==> src/rtl/div_req_ctrl.sv <==
// rtl/div_req_ctrl.sv - two-lane divide request sequencer in front of a shared iterative divider
// Lane0 is always issued before lane1; zero-divisor lanes are resolved locally without the divider.
module div_req_ctrl (
  input  logic        clk,
  input  logic        resetn,
  input  logic        flush,
  input  logic        ex_go,
  input  logic        lane0_valid,
  input  logic        lane1_valid,
  input  logic        lane0_mod,
  input  logic        lane1_mod,
  input  logic        lane0_unsigned,
  input  logic        lane1_unsigned,
  input  logic [31:0] lane0_x,
  input  logic [31:0] lane0_y,
  input  logic [31:0] lane1_x,
  input  logic [31:0] lane1_y,
  output logic        div_req,
  output logic        div_use_mod,
  output logic        div_unsigned,
  output logic [31:0] div_x,
  output logic [31:0] div_y,
  output logic        div_abort,
  input  logic [31:0] div_result,
  input  logic        div_ok,
  output logic        div_stall,
  output logic [31:0] lane0_result,
  output logic [31:0] lane1_result,
  output logic        lane0_done,
  output logic        lane1_done
);

  typedef enum logic [2:0] {S_IDLE, S_BUSY0, S_GAP, S_BUSY1, S_DONE} state_t;

  state_t      r_state;
  logic        r_done0;
  logic        r_done1;
  logic        r_abort;
  logic [31:0] r_res0;
  logic [31:0] r_res1;

  logic        w_need0;
  logic        w_need1;
  logic        w_byp0;
  logic        w_byp1;
  logic        w_busy;
  logic        w_stall;

  assign w_need0 = lane0_valid && (lane0_y != 32'h0);
  assign w_need1 = lane1_valid && (lane1_y != 32'h0);
  assign w_byp0  = lane0_valid && (lane0_y == 32'h0);
  assign w_byp1  = lane1_valid && (lane1_y == 32'h0);
  assign w_busy  = (r_state == S_BUSY0) || (r_state == S_GAP) || (r_state == S_BUSY1);
  assign w_stall = !flush && ((lane0_valid && !r_done0) || (lane1_valid && !r_done1));

  always_ff @(posedge clk or negedge resetn) begin
    if (!resetn) begin
      r_state <= S_IDLE;
      r_done0 <= 1'b0;
      r_done1 <= 1'b0;
      r_abort <= 1'b0;
      r_res0  <= 32'h0;
      r_res1  <= 32'h0;
    end else begin
      r_abort <= 1'b0;
      if (flush) begin
        // Flush beats a simultaneous div_ok: the in-flight result is dropped.
        r_state <= S_IDLE;
        r_done0 <= 1'b0;
        r_done1 <= 1'b0;
        r_abort <= w_busy;
      end else begin
        case (r_state)
          S_IDLE: begin
            if (w_byp0) begin
              r_res0  <= lane0_mod ? lane0_x : 32'h0;
              r_done0 <= 1'b1;
            end
            if (w_byp1) begin
              r_res1  <= lane1_mod ? lane1_x : 32'h0;
              r_done1 <= 1'b1;
            end
            if (w_need0)
              r_state <= S_BUSY0;
            else if (w_need1)
              r_state <= S_BUSY1;
            else if (lane0_valid || lane1_valid)
              r_state <= S_DONE;
          end
          S_BUSY0: begin
            if (div_ok) begin
              r_res0  <= div_result;
              r_done0 <= 1'b1;
              r_state <= w_need1 ? S_GAP : S_DONE;
            end
          end
          // One idle cycle lets the divider see div_req fall between the two ops.
          S_GAP: r_state <= S_BUSY1;
          S_BUSY1: begin
            if (div_ok) begin
              r_res1  <= div_result;
              r_done1 <= 1'b1;
              r_state <= S_DONE;
            end
          end
          S_DONE: begin
            if (ex_go && !w_stall) begin
              r_state <= S_IDLE;
              r_done0 <= 1'b0;
              r_done1 <= 1'b0;
            end
          end
          default: r_state <= S_IDLE;
        endcase
      end
    end
  end

  always_comb begin
    div_use_mod  = 1'b0;
    div_unsigned = 1'b0;
    div_x        = 32'h0;
    div_y        = 32'h0;
    if (r_state == S_BUSY0) begin
      div_use_mod  = lane0_mod;
      div_unsigned = lane0_unsigned;
      div_x        = lane0_x;
      div_y        = lane0_y;
    end else if (r_state == S_BUSY1) begin
      div_use_mod  = lane1_mod;
      div_unsigned = lane1_unsigned;
      div_x        = lane1_x;
      div_y        = lane1_y;
    end
  end

  assign div_req      = ((r_state == S_BUSY0) || (r_state == S_BUSY1)) && !flush;
  assign div_abort    = r_abort;
  assign div_stall    = w_stall;
  assign lane0_result = r_res0;
  assign lane1_result = r_res1;
  assign lane0_done   = r_done0;
  assign lane1_done   = r_done1;

endmodule

==> config.mk <==
export PLATFORM = sky130hd
export DESIGN_NAME = div_req_ctrl
export DESIGN_NICKNAME = d
export VERILOG_FILES = /design/src/rtl/div_req_ctrl.sv
export SDC_FILE = /design/constraint.sdc
export NUM_CORES = 1
export LEC_CHECK = 0
export CORE_AREA = 2 2 118 120
export DETAILED_ROUTE_END_ITERATION = 8
export DIE_AREA = 0 0 120 122
export GPL_TIMING_DRIVEN = 0
export PLACE_DENSITY = 0.83
export SLEW_MARGIN = 20
export SYNTH_ARGS = -nofsm -noshare
export SYNTH_HDL_FRONTEND = slang
export SYNTH_SLANG_ARGS = --single-unit
==> constraint.sdc <==
create_clock -name clk -period 2.6 [get_ports clk]
set_input_delay 0.52 -clock clk [delete_from_list [all_inputs] [get_ports clk]]
set_output_delay 0.52 -clock clk [all_outputs]
set_load 0.02 [all_outputs]
== Yosys cells after proc, flatten, opt, wreduce, memory -nomap -nowiden ==
Cells that the tools add are included.
W data, S select, Z words.
Operators by class
  multiply operators: 0
  muxes and demuxes: 33
  add/sub/neg operators: 0
  div/mod/pow operators: 0
  reductions and logical operators: 32
  magnitude comparators: 0
  shift-type cells: 0
  equal/unequal tests: 14
  bitwise logic cells: 1
Operators with widths (count)
  $mux W32: 9
  $pmux W32 S2: 2
  $logic_not A32 Y1: 2
  $reduce_bool A32 Y1: 2
  $mux W3: 8
  $reduce_and A4 Y1: 5
  $ne A3 B3 Y1 const B: 5
  $pmux W3 S5: 1
  $mux W1: 11
  $logic_and A1 B1 Y1: 9
  $ne A2 B2 Y1 const B: 4
  $reduce_bool A4 Y1: 2
  $eq A3 B2 Y1 const B: 2
  $pmux W1 S3: 2
  $logic_or A1 B1 Y1: 5
  $ne A5 B5 Y1 const B: 1
  $logic_not A1 Y1: 4
  $reduce_bool A2 Y1: 2
  $eq A3 B1 Y1 const B: 1
  $eq A3 B3 Y1 const B: 1
  $logic_not A3 Y1: 1
  $not A1 Y1: 1
Word-level totals
  memories: 0
  flip-flop bits (word level): 70
  logic and storage cells: 86
  RAM bits: 0
  ROM bits: 0
  bits in latches: 0
  input port bits: 171
  output and inout bits: 135

== Longest topological paths before layout ==
  depth after elaboration: 9
  mapped depth: 9
  gate-level depth less buffers: 5

== Worst setup path after synthesis ==
Ideal clock, no wire load.
  kind: register to output
  from: register r_state[1]
  to: output div_x[19]
  data required time: 2080 ps
  data arrival time: 1583 ps
  slack: 497 ps
  cell stages (with the launch flop): 6
  cells stage by stage: dfrtp_1 -> buf_2 -> buf_2 -> buf_1 -> mux2i_1 -> nor2_1
On the way
  longest elaborated chain between the ends: 3
  elaborated cells between the ends (all ways): 4
  those cells by class: eq/ne: 2; mux: 2
RTL lines
  from (decl): RTL line 35  | state_t r_state;
  from (signal assigned): RTL line 94  | r_state <= w_need1 ? S_GAP : S_DONE;
  $eq A3 B2 Y1: RTL line 129  | end else if (r_state == S_BUSY1) begin
  $mux W32: RTL line 129
  $mux W32 (*): RTL line 124  | if (r_state == S_BUSY0) begin
  to (decl): RTL line 21  | output logic [31:0] div_x,
Mark *: on every way between the ends. The rest lies on a longest branch, timed or not.

== Worst setup path in the final report ==
  from: input lane0_y[22]
  to: register r_res0[16], in the netlist lane0_result[16]
On the way
  longest elaborated chain between the ends: 4
RTL lines
  from (decl): RTL line 15  | input logic [31:0] lane0_y,
  $logic_not A32 Y1: RTL line 51  | assign w_byp0 = lane0_valid && (lane0_y == 32'h0);
  $logic_and A1 B1 Y1: RTL line 51
  $ne A2 B2 Y1 (no source line)
  $reduce_and A4 Y1 (no source line)
  to (signal assigned): RTL line 76  | r_res0 <= lane0_mod ? lane0_x : 32'h0;
  to (signal assigned): RTL line 92  | r_res0 <= div_result;
  to (decl): RTL line 39  | logic [31:0] r_res0;
Every way passes these cells.
A chain may end at the register's enable or synchronous reset.

==> impl_results.md <==
- Drt wl/cell: 19.3 um
- Required @ worst endpoint: 2810 ps
- Port Buffers: 303
- Hold_buf cts: 0
- H-tree Lvls: 3
- Final nets: 996
- Die Span Y: 122 um
- Combinational power share: 0.559
- Initial antenna violation count: 0
- Full die area: 14600 um2
- Final hold violations: 0
- Yosys warns: 0
- Number of flops mapped to enable cells by yosys: 0
- Power Density: 907 nW/um2
- Final TNS setup: 0 ps
- # fillers: 1249
- Fmax: 391 MHz
- Total grt overflow: 0
- Initial Util: 0.339
- Async set-reset flop share out of synthesis: 1.00
- First-pass GRT wire length: 29.1 mm
- Status: finished clean
- Area of the multi-input gates: 2620 um2
- Synth Instances: 506
- Arr. time, crit path: 2770 ps
- Share of cells above drive strength 1: 0.155
- Yosys top cell by area: dfrtp_1
- Clock root cell: clkbuf_16
- Internal: 4.41 mW
- Flop pwr share: 0.250
- Clock buffer depth: 2
- Max incr delay on CP: 470 ps
- Maximum VDD drop: 524 uV
- Largest net degree at the start of global routing: 43
- Top post-synthesis cells by area: dfrtp_1 38%, mux2i_1 14%, mux2_2 7.9%, a221o_1 6.6%, nand2_1 6.1%
- Register area share after synthesis: 0.383
- Vias/cell: 5.13
- P_sw: 2.87 mW
- Clock slew at reported path FFs: 60 ps
- Antenna-violating nets left: 0
- Worst path top cell family by delay: buffers and inverters
- Post-synth top cells: 75 x nand2_1, 71 x nor2_1, 70 x dfrtp_1, 66 x mux2i_1, 34 x o21ai_0
- Vias in the first global route: 5190
- Via Count: 5179
- Die width: 120 um
- Final wirelength: 19.5 mm
- Area grow syn2layout: 75.4%
- Global Route Usage Sum: 0.258
- Antenna cells: 0
- Residual DRC: 0
- Worst-Skew Late Latency: 330 ps
- Synth Register Bits: 70
- Final period util: 0.983
- Critical path startpoint category: input pin
- RSZ-0062 raised after global routing: false
- Routability congestion estimate: 0.846
- Synth Cell Area: 4580 um2
- Register area: 1750 um2
- Mapped Nets: 677
- CP max FO: 10
- R2r setup slk: 290 ps
- CTS tree: yes
- Hold Crit Class: in -> async
- TritonRoute pass-1 iters: 5
- Synth Flop Type: dfrtp_1
- Synth top area share: 0.383
- # rows: 43
- Crit path cell chain: clkdlybuf4s50_1, nor4_1, nand4_1, o31ai_1, nand4_1, buf_4, buf_2, mux2_2
- Crit path buf inv count: 3
- DR iter-0 viols: 232
- Most numerous cell in the Yosys netlist: nand2_1
- Average size of a mapped cell: 9.05 um2
- Leak: 3.51 nW
- Max-slew violations: 0
- Core box area: 13500 um2
- Detailed placer's ending HPWL: 15.2 mm
- CP Capture Type: flip-flop
- Fin crit period: 2550 ps
- Most used cell, CP: nand4_1
- Switching share of power: 0.394
- Clk sink count: 70
- Clk_skew: 5.04 ps
- Tightest Pin Transition: 572 ps
- Finish-stage setup viols: 0
- Clock share of power: 0.191
- Worst setup path class: in -> reg
- Hold WS: 117 ps
- Crit-path slowest cell: clkdlybuf4s50_1
- I/O pin total: 306
- Max Cap Viol: 0
- CTS Buf Count: 9
- Synth cell types: 39
- Rel. slew slack: 0.618
[metrics by stage]
step | setup WS (ps) | std cells | total power [mW] | instance area (um2) | util
finish | 45.2 | 1010 | 7.28 | 8030 | 0.595
detailed placement | -607 | 990 | 6.05 | 7860 | 0.582
global route | 39.7 | 1010 | 7.63 | 8030 | 0.595
CTS | 2.64 | 1008 | 7.35 | 8180 | 0.606
floorplan | 497 | 506 | 3.93 | 4580 | -
global placement | -1510 | 989 | 5.99 | 7840 | 0.580
[cell usage in the layout, fill, tap and decap left out, drive strengths merged, types with 2 or more instances in the layout]
master | synthesis | final
a21oi | 2 | 2
a221o | 32 | 32
a31oi | 2 | 2
and2 | 32 | 32
and3 | 2 | 2
buf | 22 | 30
bufinv | 0 | 2
clkbuf | 20 | 71
clkdlybuf4s50 | 0 | 235
dfrtp | 70 | 70
dlygate4sd2 | 0 | 26
inv | 4 | 4
mux2 | 32 | 32
mux2i | 66 | 66
nand2 | 75 | 75
nand2b | 3 | 3
nand3 | 2 | 2
nand4 | 3 | 3
nor2 | 72 | 72
nor3 | 3 | 3
nor4 | 17 | 17
o211ai | 2 | 2
o21ai | 34 | 34
[metal layers]
metal | track usage | vias to the layer above | wire length, um
li1 | - | 2447 | -
met3 | 0.0716 | 35 | 1420
met1 | 0.332 | 2480 | 8390
met2 | 0.427 | 217 | 9300
met4 | 0.0706 | 0 | 382
met5 | 0 | - | 0
[power groups by stage]
stage | registers [mW] | logic [mW] | clock network [mW]
after floorplan | 2.37 | 1.56 | 0
after global placement | 1.81 | 4.18 | 0
after detailed placement | 1.82 | 4.22 | 0
after CTS | 1.81 | 4.14 | 1.40
after global routing | 1.87 | 4.30 | 1.46
final | 1.82 | 4.07 | 1.39
[path summary, 6_finish.rpt]
| check | start | to | cells after the start |
|---|---|---|---|
| setup / recovery | lane0_y[22] | lane0_result[16] | 8 |
| hold / removal | resetn | lane1_result[21] | 1 |
| setup reg to reg | r_state[2] | lane0_result[9] | 8 |
| hold reg to reg | lane0_result[20] | lane0_result[20] | 1 |
| max in group asynchronous | resetn | lane1_result[22] | 2 |
| min in group clk | lane0_result[20] | lane0_result[20] | 1 |
[state kept, by name (all words and copies together) (netlist names)]
signal	cells
div_abort	1
lane0_done	1
lane0_result	32
lane1_done	1
lane1_result	32
r_state	3
[final cells by class]
type                            count  share of cell area
Buffer                             42              0.0299
Clock buffer                       13              0.0336
Clock inverter                      3             0.00810
Inverter                            4             0.00187
Multi-Input combinational cell    390               0.326
Sequential cell                    70               0.218
Tap cell                          180              0.0280
Timing Repair Buffer              308               0.355
[repair_timing]
action / CTS / global route
gates cloned: 0 / 0
endpoints found under the setup margin: 126 / 70
buffers inserted: 2 / 2
pin swaps: 1 / 1
gates resized for setup: 102 / 73
[logic make-up (layout without fill, tap and decap cells)]
kind of cell | count (synthesis) | after routing | synth area share
AOI/OAI and AO/OA | 80 | 80 | 0.134
and+or+nand+nor | 212 | 212 | 0.213
buffers and inverters | 46 | 370 | 0.0478
muxes | 98 | 98 | 0.223
DFF | 70 | 70 | 0.383
Power figures use the tool's default switching activity.
